### src/rtl/pipelined_adder.sv
// rtl/pipelined_adder.sv - add/subtract split into STAGES carry-registered slices
// Elastic pipeline: every stage shifts on the single global advance.
module pipelined_adder #(
  parameter int WIDTH  = 32,
  parameter int STAGES = 4
) (
  input  logic             clk,
  input  logic             rst,
  input  logic             in_valid,
  output logic             in_ready,
  input  logic [WIDTH-1:0] a,
  input  logic [WIDTH-1:0] b,
  input  logic             cin,
  input  logic             sub,
  output logic             out_valid,
  input  logic             out_ready,
  output logic [WIDTH-1:0] y,
  output logic             cout,
  output logic             ovf,
  output logic             zero
);

  localparam int SW = WIDTH / STAGES;
  localparam int L  = STAGES - 1;
  localparam logic [WIDTH-1:0] SLICE = WIDTH'({SW{1'b1}});

  logic advance;

  // registered stage state
  logic [WIDTH-1:0]  ar [STAGES];
  logic [WIDTH-1:0]  br [STAGES];
  logic [WIDTH-1:0]  yr [STAGES];
  logic [STAGES-1:0] vld, cry, am, bm;
  logic              zero_r;

  // next-state values feeding each stage register
  logic [WIDTH-1:0]  na [STAGES];
  logic [WIDTH-1:0]  nb [STAGES];
  logic [WIDTH-1:0]  ny [STAGES];
  logic [STAGES-1:0] nc, nv, nam, nbm;

  assign advance  = ~vld[L] | out_ready;
  assign in_ready = advance;

  for (genvar k = 0; k < STAGES; k++) begin : g_st
    logic [WIDTH-1:0] src_y;
    logic             cin_k;
    logic [SW:0]      sum;

    if (k == 0) begin : g_first
      // subtraction is a + ~b + 1, so the stage-0 carry doubles as the +1
      assign na[k]  = a;
      assign nb[k]  = sub ? ~b : b;
      assign cin_k  = sub | cin;
      assign src_y  = '0;
      assign nv[k]  = in_valid;
      assign nam[k] = a[WIDTH-1];
      assign nbm[k] = sub ? ~b[WIDTH-1] : b[WIDTH-1];
    end else begin : g_rest
      assign na[k]  = ar[k-1];
      assign nb[k]  = br[k-1];
      assign cin_k  = cry[k-1];
      assign src_y  = yr[k-1];
      assign nv[k]  = vld[k-1];
      assign nam[k] = am[k-1];
      assign nbm[k] = bm[k-1];
    end

    assign sum   = {1'b0, na[k][k*SW +: SW]} + {1'b0, nb[k][k*SW +: SW]} + (SW+1)'(cin_k);
    assign nc[k] = sum[SW];
    assign ny[k] = (src_y & ~(SLICE << (k*SW))) | (WIDTH'(sum[SW-1:0]) << (k*SW));
  end

  always_ff @(posedge clk or posedge rst) begin
    if (rst) begin
      vld    <= '0;
      cry    <= '0;
      am     <= '0;
      bm     <= '0;
      zero_r <= 1'b0;
      for (int k = 0; k < STAGES; k++) begin
        ar[k] <= '0;
        br[k] <= '0;
        yr[k] <= '0;
      end
    end else if (advance) begin
      vld    <= nv;
      cry    <= nc;
      am     <= nam;
      bm     <= nbm;
      zero_r <= (ny[L] == '0);
      for (int k = 0; k < STAGES; k++) begin
        ar[k] <= na[k];
        br[k] <= nb[k];
        yr[k] <= ny[k];
      end
    end
  end

  assign out_valid = vld[L];
  assign y         = yr[L];
  assign cout      = cry[L];
  assign zero      = zero_r;
  // all terms come from last-stage registers, so ovf is 0 in reset and held in a stall
  assign ovf       = (am[L] == bm[L]) & (yr[L][WIDTH-1] != am[L]);

endmodule

### config.mk
export PLATFORM = sky130hd
export DESIGN_NAME = pipelined_adder
export DESIGN_NICKNAME = d
export VERILOG_FILES = /design/src/rtl/pipelined_adder.sv
export SDC_FILE = /design/constraint.sdc
export NUM_CORES = 1
export LEC_CHECK = 0
export ABC_CLOCK_PERIOD_IN_PS = 16100
export CAP_MARGIN = 0
export CORE_UTILIZATION = 40
export DETAILED_ROUTE_END_ITERATION = 8
export SKIP_LAST_GASP = 1
export SYNTH_ARGS = -nofsm -noshare
export SYNTH_HDL_FRONTEND = slang
export SYNTH_SLANG_ARGS = --single-unit
### constraint.sdc
create_clock -name clk -period 16.1 [get_ports clk]
set_clock_uncertainty 0.05 [all_clocks]
set_input_delay 2.415 -clock clk [delete_from_list [all_inputs] [get_ports clk]]
set_output_delay 2.415 -clock clk [all_outputs]
set_load 0.1 [all_outputs]
### Word level (Yosys, flattened, before mapping)

Cells that the tools add are included.

| storage, ports and cells | value |
|---|---|
| bits of input ports | 70 |
| output and inout port bits | 37 |
| logic and storage cells | 37 |
| flip-flop bits (word level) | 289 |

| operators by class | value |
|---|---|
| muxes and demuxes | 2 |
| reduce and logical (&&, ||, !) cells | 1 |
| equal/unequal tests | 2 |
| $add $sub $neg | 8 |
| bitwise operators | 9 |

Operators by type and width:

| kind | number |
|---|---|
| $add 8x8->9 | 4 |
| $add 9x1->9 | 4 |
| $logic_not 32->1 | 1 |
| $mux 32 | 1 |
| $not 32->32 | 1 |
| $or 24x32->32 | 1 |
| $or 16x24->24 | 1 |
| $or 8x16->16 | 1 |
| $not 1->1 | 2 |
| $or 1x1->1 | 2 |
| $and 1x1->1 | 1 |
| $eq 1x1->1 | 1 |
| $mux 1 | 1 |
| $ne 1x1->1 | 1 |

### Longest topological paths before layout

| depth | value |
|---|---|
| word-level depth | 4 |
| depth in mapped cells | 11 |
| mapped depth without buffers | 10 |

### Worst setup path after synthesis

OpenSTA, ideal clock, no wires.

| timing | value |
|---|---|
| path type | input to output |
| start | input out_ready |
| end | output in_ready |
| data required time | 13.635 ns |
| buffers on the path | 3 |
| slack | 9.794 ns |
| arrival time | 3.841 ns |
| stages | 5 |
| path through | nor2b_1 > buf_6 > inv_2 > buf_2 > clkbuf_1 |

| on the way | value |
|---|---|
| word-level cells in the longest chain between the ends | 1 |

Ends and longest elaborated chain:

| item | line | text |
|---|---|---|
| start, declared | 16 | `input logic out_ready,` |
| $or 1x1->1 | 42 | `assign advance = ~vld[L] \| out_ready;` |
| end, declared | 10 | `output logic in_ready,` |

Every way passes these cells.

### Final worst setup path

Same ends and word-level chain as after synthesis.

==> summary.txt <==
Outcome: complete, no violations
CTS Hold Bufs: 0
RSZ-0062 raised after global routing: false
Most frequent cells in the layout: nand2_1, dfrtp_1, clkdlybuf4s50_1
First-pass GRT wire length: 28640 um
Netlist cell types: 37
Hold path endpoint: y[24]$_DFFE_PP0P_
Worst slew margin: 27.61%
Die area: 0.02177 sq mm
CP Capture Type: output pin
Post-synthesis share of cell area spent on xor and xnor gates: 4.962%
Top-area cell type share of the netlist area: 55.23%
Core box area: 0.02049 sq mm
Post-synthesis mux area share: 0.2658%
Cells after Synth: 938
CTS tree: built
Final WL: 16730 um
Overall Global Routing Usage: 16.46%
Hold/Removal Path Class: reg2reg
Tcrit/Tclk final: 45.53%
Actual slew at the worst max-slew pin: 1.086 ns
R2R cell count: 4
Worst hold path startpoint: y[24]$_DFFE_PP0P_
Simple-gate share of the synthesized area: 22.68%
Largest family of logic cells by synthesized area: simple AND/OR/NAND/NOR gates
R2r setup slk: 13.14 ns
Clk_lat worst skew: 0.42 ns
Post-DP Area: 0.009716 sq mm
Compound-Gate Fraction of Synth Area: 7.369%
Final Total Pwr: 2317 uW
Largest net degree at the start of global routing: 113
TNS Setup: 0 ns
Post-synth top area cell: dfrtp_1
Initial core utilization: 41.34%
Vias per std cell: 4.565
Worst reg2reg path startpoint: vld[3]$_DFFE_PP0P_
Critical path launch point type: primary input
CTS sink cnt: 187
Yosys warns: 0
Max-slew violations: 0
Commonest non-fill, non-tap cell in the layout: nand2_1
Final setup violation count: 0
Post-route ant nets: 0
Total CTS buffers: 17
Fin nets: 1129
CTS Root Buffer Type: clkbuf_16
Seq/Total Area, Yosys: 55.23%
Synth area leaders: dfrtp_1, nand2_1, ha_1
Share of post-route cells with drive strength above 1: 4.151%
CTS max path bufs: 2
Antenna Diode Count: 0
Drt drc: 0
Die Y: 147.5 um
Post-CTS Repair Setup Buffers: 0
Post-synthesis adder-cell area fraction: 6.025%
Total number of vias: 5962
I/O Buffers: 106
Min Clock Period, post-route: 7.331 ns
Maximum clock frequency: 136.4 MHz
Final hold vios: 0
Post-Syn Area: 0.008473 sq mm
Row count: 52
Worst hold path cell count: 2
Worst VDD drop: 0.0001106 V
Post-synth EDFFs: 0
Post-CTS sizing: 0
H-tree depth: 4
Critical R2R Capture: br[122]$_DFFE_PP0P_
Ys flop type: dfrtp_1
Max Cap Viol: 0
Clk slew on worst S/H paths: 0.06 ns
Vias in the first global route: 5855
# IOs: 107
DRT Pass-1 Iters: 4
1st-iter DRT viols: 307
Crit Path Class: in2out
Grt ovf: 0
Fin area: 0.01035 sq mm
WP data required: 13.64 ns
Power per cell area: 223.9 mW/mm^2
Critical path data arrival time: 4.87 ns
Hpwl dp: 11290 um
Wire per inst: 12.81 um
Syn nets: 1044
Post-synthesis async set-or-reset flop share: 100.0%
GPL Wtd Cong: 0.8086
Lkg Pwr: 0.005026 uW
Chip Width: 147.5 um
Yosys reg bits: 187
Avg Inst Size Synth: 9.033 sq um
Top fanout value on the critical path: 60
Initial antenna violation count: 0
Area Overhead vs Synth: 22.15%
-- through the flow --
stage                     std cells  setup WS [ns]  util (%)  hold slack [ns]
final                          1306          8.769     50.50           0.4157
after detailed placement       1274          8.758     47.41           0.4055
after global placement         1274          8.764     47.41           0.3944
after global routing           1306          8.634     50.50           0.4328
after floorplan                 938          8.550         -           0.3800
after CTS                      1306          8.753     50.50           0.4199
-- logic make-up after synthesis --
group | after synthesis
fa+ha+maj | 36
flops | 187
xor+xnor | 48
compound gates | 106
buf+inv | 69
mux | 2
simple gates | 490
-- power by group --
part	internal, uW	total, uW	switching (uW)
Clock	273	447	174
Combinational	340	1050	715
Sequential	680	816	136
-- Yosys cell counts (all sizes together) (4+ instances only) --
library cell	count
a21o	5
a21oi	21
a31oi	4
buf	29
clkbuf	16
dfrtp	187
fa	8
ha	28
inv	24
nand2	426
nor2	28
nor3	11
nor4	5
o21a	6
o21ai	49
o21bai	6
o31ai	9
xnor2	34
xor2	14
-- worst max-delay path by stage --
| stage | start | endpoint |
|---|---|---|
| floorplan | rst | am[0]$_DFFE_PP0P_ |
| global placement | out_ready | in_ready |
| detailed placement | out_ready | in_ready |
| CTS | out_ready | in_ready |
| global route | out_ready | in_ready |
| finish | out_ready | in_ready |
-- layout make-up --
class | instances | area (sq um)
fill | 1927 | 10140
sequential | 187 | 4679
multi-input combinational | 682 | 3507
timing repair buffer | 111 | 1094
clock buffer | 22 | 474.2
tap | 270 | 337.8
clock inverter | 10 | 160.2
inverter | 24 | 97.59
-- worst max-delay path, stage by stage --
cell	delay, ns
clkdlybuf4s50_1	0.45
nor2b_4	0.53
inv_4	0.39
clkdlybuf4s50_1	1.07
-- layer usage --
layer  global-route usage [%]  wire length, um
met1                    24.52             9083
met2                    23.82             6879
met3                    3.025              506
met4                    6.082              261
met5                        0                0
-- flip-flops by register name, summed over array words and instances (netlist names) --
register,flops
am,4
vld,4
bm,4
y,32
br,45
zero,1
g_st.src_y,48
ar,45
cry,4
No activity file was read; power rests on OpenSTA's default activity.
